File: src/rtl/cpu_defs.sv
// cpu_defs: shared definitions for the interrupt controller.
//   NUM_INT_DEF / ID_W_DEF : default line count and index width
//   irq_state_t            : controller FSM state encoding
package cpu_defs;

    localparam int NUM_INT_DEF = 6;
    localparam int ID_W_DEF    = 3;

    typedef enum logic [1:0] {
        ST_IDLE    = 2'd0,
        ST_REQ     = 2'd1,
        ST_SERVICE = 2'd2
    } irq_state_t;

endpackage

File: src/rtl/irq_prio_enc.sv
// irq_prio_enc: combinational fixed-priority encoder, highest index wins.
//   i_req   [NUM_INT-1:0] : candidate lines (already masked)
//   o_valid               : at least one candidate is set
//   o_id    [ID_W-1:0]    : index of the highest set candidate (0 if none)
module irq_prio_enc
    import cpu_defs::*;
#(
    parameter int NUM_INT = NUM_INT_DEF,
    parameter int ID_W    = ID_W_DEF
) (
    input  logic [NUM_INT-1:0] i_req,
    output logic               o_valid,
    output logic [ID_W-1:0]    o_id
);

    always_comb begin
        o_valid = |i_req;
        o_id    = '0;
        // Ascending scan: a later (higher) set bit overwrites a lower one.
        for (int i = 0; i < NUM_INT; i++) begin
            if (i_req[i]) begin
                o_id = ID_W'(i);
            end
        end
    end

endmodule

File: src/rtl/irq_ctrl.sv
// irq_ctrl: single-level interrupt controller (IDLE -> REQ -> SERVICE).
//   Clk, Reset       : clock, asynchronous active-low reset
//   HWInt            : raw interrupt lines, active-high
//   MaskWE/MaskWData : mask register write (bit set = line enabled)
//   IEWE/IEWData     : global enable write
//   IntAck           : pipeline took the request (M stage)
//   Eret             : handler returned
//   IntReq           : registered request, high exactly while in REQ
//   IntId            : index captured on entry to REQ, held through SERVICE
//   Pending          : pending register
//   InService        : high while a handler is active
// Build option: define IRQ_CTRL_EDGE_EN for sticky rising-edge pending
// capture; without it Pending follows HWInt every cycle (level mode).
module irq_ctrl
    import cpu_defs::*;
#(
    parameter int NUM_INT = NUM_INT_DEF,
    parameter int ID_W    = ID_W_DEF
) (
    input  logic               Clk,
    input  logic               Reset,
    input  logic [NUM_INT-1:0] HWInt,
    input  logic               MaskWE,
    input  logic [NUM_INT-1:0] MaskWData,
    input  logic               IEWE,
    input  logic               IEWData,
    input  logic               IntAck,
    input  logic               Eret,
    output logic               IntReq,
    output logic [ID_W-1:0]    IntId,
    output logic [NUM_INT-1:0] Pending,
    output logic               InService
);

    irq_state_t         r_state;
    irq_state_t         w_state_nxt;
    logic [NUM_INT-1:0] r_mask;
    logic               r_ie;
    logic [NUM_INT-1:0] r_pending;
    logic [ID_W-1:0]    r_id;

    logic [NUM_INT-1:0] w_mask_nxt;
    logic               w_ie_nxt;
    logic [NUM_INT-1:0] w_avail;
    logic [NUM_INT-1:0] w_pend_nxt;
    logic [NUM_INT-1:0] w_live;
    logic               w_valid;
    logic [ID_W-1:0]    w_win_id;

    // Decisions see this edge's register writes, so a write landing with
    // IntAck already governs whether the ack is honoured.
    assign w_mask_nxt = MaskWE ? MaskWData : r_mask;
    assign w_ie_nxt   = IEWE   ? IEWData   : r_ie;

`ifdef IRQ_CTRL_EDGE_EN
    logic [NUM_INT-1:0] r_hw_prev;
    logic [NUM_INT-1:0] w_rise;
    logic [NUM_INT-1:0] w_clr;
    logic               w_take;

    assign w_rise  = HWInt & ~r_hw_prev;
    assign w_avail = r_pending | w_rise;
    assign w_take  = (r_state == ST_REQ) && (w_state_nxt == ST_SERVICE);
    // A new edge on the acknowledged line wins over the clear.
    assign w_clr      = w_take ? (NUM_INT'(1) << r_id) : '0;
    assign w_pend_nxt = (r_pending & ~w_clr) | w_rise;

    always_ff @(posedge Clk or negedge Reset) begin
        if (!Reset) begin
            r_hw_prev <= '0;
        end else begin
            r_hw_prev <= HWInt;
        end
    end
`else
    assign w_avail    = HWInt;
    assign w_pend_nxt = HWInt;
`endif

    assign w_live = w_avail & w_mask_nxt;

    irq_prio_enc #(
        .NUM_INT (NUM_INT),
        .ID_W    (ID_W)
    ) u_prio (
        .i_req   (w_live),
        .o_valid (w_valid),
        .o_id    (w_win_id)
    );

    always_ff @(posedge Clk or negedge Reset) begin
        if (!Reset) begin
            r_state <= ST_IDLE;
        end else begin
            r_state <= w_state_nxt;
        end
    end

    always_comb begin
        w_state_nxt = r_state;
        case (r_state)
            ST_IDLE: begin
                if (w_ie_nxt && w_valid) begin
                    w_state_nxt = ST_REQ;
                end
            end
            ST_REQ: begin
                // Losing the line or the enable withdraws the request even
                // if the ack arrives on the same edge.
                if (!w_ie_nxt || !w_valid) begin
                    w_state_nxt = ST_IDLE;
                end else if (IntAck) begin
                    w_state_nxt = ST_SERVICE;
                end
            end
            ST_SERVICE: begin
                if (Eret) begin
                    w_state_nxt = ST_IDLE;
                end
            end
            default: w_state_nxt = ST_IDLE;
        endcase
    end

    always_ff @(posedge Clk or negedge Reset) begin
        if (!Reset) begin
            r_mask    <= '1;
            r_ie      <= 1'b0;
            r_pending <= '0;
            r_id      <= '0;
        end else begin
            r_mask    <= w_mask_nxt;
            r_ie      <= w_ie_nxt;
            r_pending <= w_pend_nxt;
            if (r_state == ST_IDLE && w_state_nxt == ST_REQ) begin
                r_id <= w_win_id;
            end
        end
    end

    // Decodes of the state flop; no combinational path from inputs.
    assign IntReq    = (r_state == ST_REQ);
    assign InService = (r_state == ST_SERVICE);
    assign IntId     = r_id;
    assign Pending   = r_pending;

endmodule

File: config.mk
export PLATFORM = sky130hd
export DESIGN_NAME = irq_ctrl
export DESIGN_NICKNAME = d
export VERILOG_FILES = /design/src/rtl/cpu_defs.sv /design/src/rtl/irq_prio_enc.sv /design/src/rtl/irq_ctrl.sv
export SDC_FILE = /design/constraint.sdc
export NUM_CORES = 1
export LEC_CHECK = 0
export CAP_MARGIN = 20
export CORE_MARGIN = 5
export CORE_UTILIZATION = 41
export CTS_CLUSTER_DIAMETER = 150
export CTS_CLUSTER_SIZE = 25
export DETAILED_ROUTE_END_ITERATION = 6
export PLACE_DENSITY = 0.89
export SLEW_MARGIN = 25
export SYNTH_ARGS = -nofsm -noshare
export SYNTH_HDL_FRONTEND = slang
export SYNTH_SLANG_ARGS = --single-unit
File: constraint.sdc
create_clock -name Clk -period 2.4 [get_ports Clk]
set_input_delay 0.36 -clock Clk [delete_from_list [all_inputs] [get_ports Clk]]
set_output_delay 0.36 -clock Clk [all_outputs]
set_load 0.05 [all_outputs]
; ---- Word-level counts from Yosys, hierarchy flattened
; Index checks and enable logic that the tools add are counted.
[op_classes]
addsub = 0
mul = 0
div = 0
n_lt_le_gt_ge = 0
eq_ne = 3
shift = 0
mux = 12
bitwise_logic = 1
reduce_logical = 7
[op_table]
columns = op, count
row1 = 2-to-1 mux 2 bit, 6
row2 = bitwise AND 6 bit, 1
row3 = 2-to-1 mux 3 bit, 2
row4 = 2-to-1 mux 6 bit, 1
row5 = case mux 2 bit (3 select lines), 1
row6 = OR reduction 6 bit, 1
row7 = == test 2 x 1 -> 1 bit (second input constant), 2
row8 = == test 2 bit (second input constant), 1
row9 = logical AND 1 bit, 2
row10 = zero test 1 bit, 2
row11 = zero test 2 bit, 1
row12 = 2-to-1 mux 1 bit, 2
row13 = logical OR 1 bit, 1
[word_totals]
ff_bits = 18
latch_bits = 0
ram_bits = 0
mem_bits_ro = 0
word_cells = 28
memories = 0

; ---- Logic depth before layout (Yosys ltp)
; Gate-level depths: netlist (run 1).
[logic_depth]
ltp_word = 9
depth_mapped = 6

; ---- By module
; Synthesis (run 1) repeated with hierarchy kept, for this count alone.
[unflattened]
cells_unflattened = 51
area_unflattened_um2 = 745.7
[modules_own_cells]
columns = mod, instances, cells_per_inst, area_each_um2, seq_area_each_um2
row1 = irq_ctrl, 1, 44, 698.2, 457.9
row2 = irq_prio_enc, 1, 7, 47.5, 0.0

; ---- Least setup slack after synthesis (run 1)
; Ideal clock, no wire load.
[synth_path]
path_type = input port to flip-flop
startpoint = input port MaskWE
endpoint = register r_id[0], in the netlist IntId[0]
setup_ns = 0.128
arrival_ns = 1.815
required_time_ns = 2.272
slack_ns = 0.457
cell_stages = 6
path_buffers = 1
cell_sequence = buf_6 mux2_4 a22o_4 o41ai_4 nor3_2 mux2_1
[synth_via]
elab_chain_cells = 9
elab_cells_between_ends = 16
[synth_lines]
columns = item, line_no
row1 = start: declaration, irq_ctrl.sv:23  ; input logic MaskWE,
row2 = 2-to-1 mux 6 bit *, irq_ctrl.sv:52  ; assign w_mask_nxt = MaskWE ? MaskWData : r_mask;
row3 = named net w_mask_nxt[4], irq_ctrl.sv:42  ; logic [NUM_INT-1:0] w_mask_nxt;
row4 = bitwise AND 6 bit *, irq_ctrl.sv:80  ; assign w_live = w_avail & w_mask_nxt;
row5 = OR reduction 6 bit, irq_prio_enc.sv:17  ; o_valid = |i_req;
row6 = zero test 1 bit, irq_ctrl.sv:110  ; if (!w_ie_nxt || !w_valid) begin
row7 = logical OR 1 bit, irq_ctrl.sv:110
row8 = 2-to-1 mux 2 bit, irq_ctrl.sv:110
row9 = case mux 2 bit (3 select lines), irq_ctrl.sv:101  ; case (r_state)
row10 = == test 2 x 1 -> 1 bit, irq_ctrl.sv:135  ; if (r_state == ST_IDLE && w_state_nxt == ST_REQ) begin
row11 = logical AND 1 bit, irq_ctrl.sv:135
row12 = end signal: assignment, irq_ctrl.sv:136  ; r_id <= w_win_id;
row13 = end: declaration, irq_ctrl.sv:40  ; logic [ID_W-1:0] r_id;
; Mark *: on every way through the listed nets, which the timed path passes. The rest lies on a longest branch.
; A chain may end at the register's enable or synchronous reset.

; ---- Final worst setup path (run 1)
; Same ends and word-level chain as after synthesis.

==> impl_metrics.py, run 1 <==
metrics = {
    "route": {
        "final_antenna_net_count": 0,
        "vias": 528,
        "viasPerCell": 4.59,
        "wirelength_um": 1520,
        "wl_per_cell_um": 13.2,
        "dr.pass1.iters": 2,
        "drcViolationCount": 0,
        "drtIter0Drc": 4,
    },
    "sta": {
        "worst_pin_slew_ps": 783,
        "min_period_ps": 2170,
        "maxSlewViolCount": 0,
        "slew_headroom": 0.476,
        "setup_viol": 0,
        "hold_violations": 0,
        "fin_crit_sh": 0.904,
        "rsz0062_at_grt": "no",
        "fmax_mhz": 461,
        "final.setup_skew_ps": 6.44,
    },
    "grt": {
        "grt_start_max_net_pins": 19,
        "grt_pass1_vias": 595,
        "antenna_found_initial": 0,
        "grt_overflow_total": 0,
        "grt.total_usage": 0.127,
        "grt_pass1_wl_um": 2530,
    },
    "hold_path": {
        "hold_depth": 1,
        "hold_class": "reg -> reg",
    },
    "setup_path": {
        "cp_max_fo": 3,
        "path_class": "in -> reg",
        "crit_path_start_kind": "primary input",
        "rr_worst_depth": 5,
        "cp-end-kind": "register",
        "cp.required_ps": 2570,
        "worstPathArrival_ps": 2340,
    },
    "synth": {
        "ys_top_cells_by_area": "dfrtp_1, dfstp_2, mux2_1, mux2_2, mux2_4",
        "ys_warn_count": 0,
        "synth_top_area_frac": 0.404,
        "synth-seq-area-share": 0.616,
        "synth_area_per_cell_um2": 14.6,
        "yosysTopAreaCell": "dfrtp_1",
        "synthCells": 51,
        "ys_ff_latch": 18,
        "netlist_area_um2": 743,
        "synth_nets": 70,
        "ys_types": 21,
    },
    "finish": {
        "nFillCells": 135,
        "layout_commonest_cell": "clkdlybuf4s50_1",
        "final_cell_mix": "clkdlybuf4s50_1, dfrtp_1, buf_4",
        "drive_gt1_frac": 0.278,
        "insertedDiodeCount": 0,
        "syn_to_final_growth_pct": 53.7,
        "nets": 110,
        "design_area_um2": 1140,
    },
    "cts": {
        "htreeDepth": 1,
        "cts_hold_buf": 0,
        "tritoncts": "built",
        "cts_setup_buffers": 0,
        "clk_pin_slew_ps": 90,
        "cts.path.max_buffers": 2,
        "cts_sinks": 18,
        "clk_root_buffer_cell": "clkbuf_4",
        "cts_buffers": 3,
        "cts_resized": 0,
        "clk_latency_ps": 290,
    },
    "floorplan": {
        "fp.dieW_um": 52.6,
        "die_height_um": 52.6,
        "dieArea_um2": 2760,
        "coreArea_um2": 1730,
        "num_io_pins": 30,
        "std_cell_rows": 15,
        "initial_core_util": 0.430,
    },
    "power_and_ir_drop": {
        "ir_drop_mv": 0.415,
        "internal-power_mw": 0.580,
        "finalPower_mw": 0.869,
        "power.net_switching_mw": 0.289,
        "clkPwrFrac": 0.208,
        "power_frac_seq": 0.430,
        "netSwitchingFraction": 0.332,
        "power.density_nw_per_um2": 761,
        "combPwrFrac": 0.363,
        "p_leak_nw": 0.497,
    },
    "place": {
        "post-dp-hpwl_um": 1200,
        "numPortBuffers": 29,
        "postPlaceCellArea_um2": 1110,
        "gp_congestion": 0.808,
    },
    "job": {
        "cap_violations": 0,
    },
    "status": {
        "status": "finished, final reports clean",
    },
}
-- routing by layer --
metal | share of wire | track usage | vias up | routed length, µm
li1 | - | - | 253 | -
met1 | 0.40 | 0.139 | 252 | 610
met2 | 0.49 | 0.225 | 23 | 746
met3 | 0.11 | 0.0399 | 0 | 166
met4 | 0 | 0.0511 | 0 | 0
met5 | 0 | 0 | - | 0
-- metrics by stage --
| stage | instances | util | hold WS (ps) | TNS (ps) | setup WS, ps |
|---|---|---|---|---|---|
| global route | 115 | 0.662 | 524 | 0 | 159 |
| global placement | 111 | 0.641 | 481 | -84.5 | -29.7 |
| detailed placement | 111 | 0.641 | 484 | -185 | -66.6 |
| finish | 115 | 0.662 | 494 | 0 | 230 |
| floorplan | 51 | - | 64.4 | 0 | 457 |
| CTS | 115 | 0.662 | 503 | 0 | 225 |
-- synth_stat cells --
master and instances:
o41ai_4 1, and2_1 1, o2bb2ai_1 1, nor3b_1 1
nand2_1 4, nor2b_1 3, mux2i_1 2, buf_6 1
mux2_1 3, a211oi_1 1, nor2_1 2, nand2b_1 1
o21ai_0 1, a22o_4 1, o31ai_1 1, mux2_4 2
dfstp_2 6, nor3_2 1, mux2_2 3, inv_1 3
dfrtp_1 12
-- cell type report --
type                            count  area, µm²  share of cell area
Timing Repair Buffer               36        343               0.300
Multi-Input combinational cell     29        263               0.230
Tap cell                           25       31.3              0.0274
Inverter                            3       11.3             0.00986
Sequential cell                    18        458               0.401
Clock buffer                        4       36.3              0.0318
-- cells by family after synthesis --
family,Yosys count,share of synthesized area
buffers and inverters,4,0.0303
AO/OA/AOI/OAI,6,0.0993
AND/OR/NAND/NOR,13,0.0960
multiplexers,10,0.158
flip-flops,18,0.616
-- flip-flops by register name, summed over array words and instances (netlist names) --
register,count
Pending,6
r_ie,1
r_mask,6
IntId,3
r_state,2
-- critical path: stages --
cell and delay, ps:
clkdlybuf4s50_1 480, buf_4 130, mux2_4 310, a22o_4 270, o41ai_4 360, nor3_2 110, mux2_1 320
-- power groups by stage --
stage / clock (mW) / combinational, mW / sequential, mW
after floorplan: 0 / 0.0919 / 0.473
after global placement: 0 / 0.311 / 0.380
after detailed placement: 0 / 0.317 / 0.379
after CTS: 0.187 / 0.319 / 0.373
after global routing: 0.199 / 0.332 / 0.378
final: 0.180 / 0.315 / 0.373
-- path summary, 6_finish.rpt --
path | slack (ps) | to | start
worst max register to register | 580 | IntId[0] | r_mask[4]
worst max-delay path | 230 | IntId[0] | MaskWE
worst min-delay path | 490 | IntId[0] | IntId[0]
worst min register to register | 490 | IntId[0] | IntId[0]
max in group asynchronous | 1390 | IntId[2] | Reset
min in group asynchronous | 520 | Pending[1] | Reset
Power figures use the tool's default switching activity.
==> inputs of run 2 (changes only) <==
- CORE_UTILIZATION: 41 -> 44
- PLACE_DENSITY: 0.89 -> 0.93
- clock period: 2.4 -> 2.5 ns (I/O delays scaled with it)
==> run 2 against run 1 <==
  * Largest cell class unchanged
  * Sequential share of layout area grew 0.94 points
  * First-iteration DRC count is 50% lower
  * Sequential cell count unchanged
  * Cell count fell by 9.6%
  * Hold slack better by 3.2 ps
  * Setup slack improved by 25 ps
  * Routed wire length decreased by 3.9%
  * Clock power decreased by 5%
  * Power decreased by 4.7%
  * Clock-buffer cell count unchanged
  * Non-clock buffer count is 2 lower
  * Sequential power is 4% lower
==> impl_metrics.py, run 2 (synthesis results as in run 1) <==
metrics = {
    "cts": {
        "clk_latency_ps": 280,
        "cts_buffers": 3,
        "cts_sinks": 18,
        "clk_pin_slew_ps": 100,
        "cts_hold_buf": 0,
        "htreeDepth": 1,
        "tritoncts": "built",
        "cts_setup_buffers": 0,
        "cts_resized": 0,
        "clk_root_buffer_cell": "clkbuf_4",
        "cts.path.max_buffers": 2,
    },
    "hold_path": {
        "hold_depth": 1,
        "min_from": "IntId[1]",
        "hold_class": "reg -> reg",
    },
    "sta": {
        "fin_crit_sh": 0.898,
        "min_period_ps": 2240,
        "worst_pin_slew_ps": 741,
        "rsz0062_at_grt": "no",
        "whs_ps": 498,
        "hold_violations": 0,
        "slew_headroom": 0.504,
        "setup_viol": 0,
        "final.setup_skew_ps": 0.514,
        "fmax_mhz": 445,
        "maxSlewViolCount": 0,
        "tns_ps": 0,
    },
    "floorplan": {
        "die_height_um": 51.1,
        "num_io_pins": 30,
        "std_cell_rows": 14,
        "coreArea_um2": 1560,
        "fp.dieW_um": 51.1,
        "initial_core_util": 0.477,
        "dieArea_um2": 2610,
    },
    "power_and_ir_drop": {
        "ir_drop_mv": 0.443,
        "power.density_nw_per_um2": 742,
        "p_leak_nw": 0.488,
    },
    "place": {
        "place_inst": 100,
        "gp_congestion": 0.812,
        "numPortBuffers": 29,
        "postPlaceCellArea_um2": 1080,
        "post-dp-hpwl_um": 1190,
    },
    "setup_path": {
        "path_cells": "clkdlybuf4s50_1 > mux2_4 > a22o_4 > o41ai_4 > nor3_2 > mux2_1",
        "slowest_delay_ps": 640,
        "path_class": "in -> reg",
        "cp_top_family": "multiplexers",
        "cp_slowest_cell": "clkdlybuf4s50_1",
        "cp.required_ps": 2670,
        "crit_start": "MaskWE",
        "crit_path_start_kind": "primary input",
        "rr_startpoint": "r_mask[4]",
        "cp-end-kind": "register",
        "worstPathArrival_ps": 2410,
        "cp.depth": 6,
        "critical_path_buf_inv_count": 1,
        "cp_max_fo": 6,
        "rr_worst_depth": 5,
    },
    "finish": {
        "final_cell_mix": "clkdlybuf4s50_1, dfrtp_1, dfstp_2",
        "design_area_um2": 1120,
        "utilization": 0.716,
        "nets": 108,
        "insertedDiodeCount": 0,
        "syn_to_final_growth_pct": 50.2,
        "fin_cells": 104,
        "drive_gt1_frac": 0.261,
        "layout_commonest_cell": "clkdlybuf4s50_1",
    },
    "grt": {
        "antenna_found_initial": 0,
        "grt_start_max_net_pins": 19,
        "grt_overflow_total": 0,
        "grt_pass1_wl_um": 2470,
        "grt_pass1_vias": 566,
        "grt.total_usage": 0.124,
    },
    "route": {
        "wl_per_cell_um": 14.1,
        "final_antenna_net_count": 0,
        "drcViolationCount": 0,
        "dr.pass1.iters": 3,
        "wirelength_um": 1460,
        "drtIter0Drc": 2,
        "vias": 521,
        "viasPerCell": 5.01,
    },
    "status": {
        "status": "finished, final reports clean",
    },
    "job": {
        "cap_violations": 0,
    },
}
[run 2: changes by cell type in the layout (fill, tap and decap cells not counted)]
cell,delta
buf_4,-2
[run 2: power breakdown]
group | switching (mW) | total (mW) | internal (mW)
Combinational | 0.171 | 0.298 | 0.126
Sequential | 0.0195 | 0.359 | 0.339
Clock | 0.0829 | 0.171 | 0.0885
[run 2: through the flow]
stage / setup slack, ps / total power, mW
floorplan: 542 / 0.542
global placement: -2.03 / 0.660
detailed placement: -57.1 / 0.665
CTS: 249 / 0.837
global route: 207 / 0.870
finish: 255 / 0.828
[run 2: worst reg2reg max path: cells and delay by family (launching register included)]
kind | cells | cell delay [ps]
and+or+nand+nor | 1 | 100
muxes | 2 | 590
AOI/OAI and AO/OA | 2 | 620
DFF | 1 | 380
[run 2: layout make-up]
class	instances	area, µm²
multi-input cells	29	263
flip-flops and latches	18	458
repair buffers	34	328
clock buffers	4	36.3
well taps	16	20.0
inverters	3	11.3
fillers	115	443
[run 2: metal layers]
metal	up-vias	track usage	part of all wire
li1	248	-	-
met1	252	0.143	0.41
met2	21	0.223	0.51
met3	0	0.0407	0.080
met4	0	0.0269	0
met5	-	0	0
[run 2: final timing paths]
check / end / slack [ps]
setup / recovery: IntId[2] / 260
hold / removal: IntId[1] / 500
setup reg to reg: IntId[2] / 700
hold reg to reg: IntId[1] / 500
max in group asynchronous: IntId[2] / 1510
min in group asynchronous: Pending[1] / 530
==> inputs of run 3 (changes only) <==
- clock period: 2.5 -> 2.6 ns (I/O delays scaled with it)
==> run 3 against run 2 <==
  * Routed wire length down 0.41%
  * Clock-buffer cell count unchanged
  * Hold slack better by 8.1 ps
  * Sequential power down 3%
  * Cell area down 2.0%
  * Critical path type unchanged
  * Highest routed layer unchanged
==> impl_metrics.py, run 3 (synthesis results as in run 1) <==
metrics = {
    "cts": {
        "tritoncts": "built",
        "cts_setup_buffers": 0,
        "htreeDepth": 1,
        "cts_sinks": 18,
        "cts.path.max_buffers": 2,
        "clk_pin_slew_ps": 100,
        "clk_latency_ps": 290,
        "cts_buffers": 3,
        "clk_root_buffer_cell": "clkbuf_4",
        "cts_resized": 0,
        "cts_hold_buf": 0,
    },
    "power_and_ir_drop": {
        "p_leak_nw": 0.473,
        "ir_drop_mv": 0.426,
        "combPwrFrac": 0.352,
        "power_frac_seq": 0.437,
        "power.density_nw_per_um2": 726,
        "power.net_switching_mw": 0.267,
        "clkPwrFrac": 0.212,
        "netSwitchingFraction": 0.336,
        "finalPower_mw": 0.794,
        "internal-power_mw": 0.527,
    },
    "setup_path": {
        "reg2reg_to": "IntId[1]",
        "path_cells": "clkdlybuf4s50_1 > mux2_4 > a22o_4 > o41ai_4 > nor3_2 > mux2_1",
        "crit_start": "MaskWE",
        "cp-end-kind": "register",
        "slowest_delay_ps": 640,
        "cp_slowest_cell": "clkdlybuf4s50_1",
        "crit_end": "IntId[1]",
        "rr_startpoint": "r_mask[4]",
        "cp_max_fo": 6,
        "path_class": "in -> reg",
        "worstPathArrival_ps": 2450,
        "rr_worst_depth": 5,
        "r2r_setup_slack_ps": 770,
        "cp.required_ps": 2770,
        "crit_path_start_kind": "primary input",
    },
    "status": {
        "status": "finished, final reports clean",
    },
    "floorplan": {
        "initial_core_util": 0.477,
        "coreArea_um2": 1560,
        "num_io_pins": 30,
        "dieArea_um2": 2610,
        "die_height_um": 51.1,
        "std_cell_rows": 14,
        "fp.dieW_um": 51.1,
    },
    "sta": {
        "final.setup_skew_ps": 3.35,
        "maxSlewViolCount": 0,
        "tns_ps": 0,
        "worst_pin_slew_ps": 739,
        "setup_viol": 0,
        "hold_violations": 0,
        "slew_headroom": 0.506,
        "rsz0062_at_grt": "no",
        "fin_crit_sh": 0.877,
        "fmax_mhz": 438,
        "min_period_ps": 2280,
    },
    "route": {
        "drcViolationCount": 0,
        "wl_per_cell_um": 14.4,
        "dr.pass1.iters": 2,
        "final_antenna_net_count": 0,
        "viasPerCell": 4.93,
        "wirelength_um": 1460,
        "vias": 498,
        "drtIter0Drc": 3,
    },
    "finish": {
        "nets": 105,
        "syn_to_final_growth_pct": 47.1,
        "insertedDiodeCount": 0,
        "layout_commonest_cell": "clkdlybuf4s50_1",
        "drive_gt1_frac": 0.235,
        "final_cell_mix": "clkdlybuf4s50_1, dfrtp_1, dfstp_2",
    },
    "hold_path": {
        "hold_depth": 1,
        "hold_class": "reg -> reg",
    },
    "place": {
        "gp_congestion": 0.775,
        "post-dp-hpwl_um": 1170,
        "numPortBuffers": 29,
    },
    "grt": {
        "antenna_found_initial": 0,
        "grt_pass1_wl_um": 2340,
        "grt_overflow_total": 0,
        "grt_pass1_vias": 534,
        "grt.total_usage": 0.118,
        "grt_start_max_net_pins": 19,
    },
    "job": {
        "cap_violations": 0,
    },
}
[run 3: changes by cell type in the layout (fill, tap and decap cells not counted)]
cell   previous run  this run
buf_4             5         2
[run 3: worst min path at each step]
stage / startpoint / endpoint
CTS: IntId[0] / IntId[0]
global route: IntId[2] / IntId[2]
detailed placement: IntId[0] / IntId[0]
global placement: IntId[0] / IntId[0]
floorplan: Reset / IntId[0]
finish: IntId[0] / IntId[0]
[run 3: power groups by stage]
stage / combinational (mW) / sequential (mW) / clock [mW]
after detailed placement: 0.282 / 0.352 / 0
after global placement: 0.277 / 0.351 / 0
after floorplan: 0.0848 / 0.436 / 0
after global routing: 0.292 / 0.353 / 0.180
after CTS: 0.282 / 0.348 / 0.171
final: 0.279 / 0.347 / 0.168
[run 3: final cells by class]
cell class / count / area (µm²)
multi-input cells: 29 / 263
clock buffers: 4 / 36.3
well taps: 16 / 20.0
repair buffers: 31 / 305
fillers: 110 / 465
inverters: 3 / 11.3
flip-flops and latches: 18 / 458
[run 3: critical path, delay by kind of cell]
kind / cells / cell delay [ps]
simple gates: 1 / 100
mux: 2 / 680
buf+inv: 1 / 640
compound gates: 2 / 640
[run 3: layer usage]
metal,up-vias,track usage,wire (µm)
li1,246,-,-
met1,229,0.139,604
met2,23,0.208,704
met3,0,0.0407,147
met4,0,0.0269,0
met5,-,0,0
[run 3: per-stage QoR]
stage / instances / setup WS [ps] / utilization / hold WS (ps) / instance area (µm²)
final: 101 / 319 / 0.701 / 506 / 1090
after global placement: 97 / 65.7 / 0.678 / 481 / 1060
after CTS: 101 / 304 / 0.701 / 512 / 1090
after global routing: 101 / 241 / 0.701 / 541 / 1090
after floorplan: 51 / 627 / - / 94.4 / 743
after detailed placement: 97 / 4.78 / 0.678 / 486 / 1060
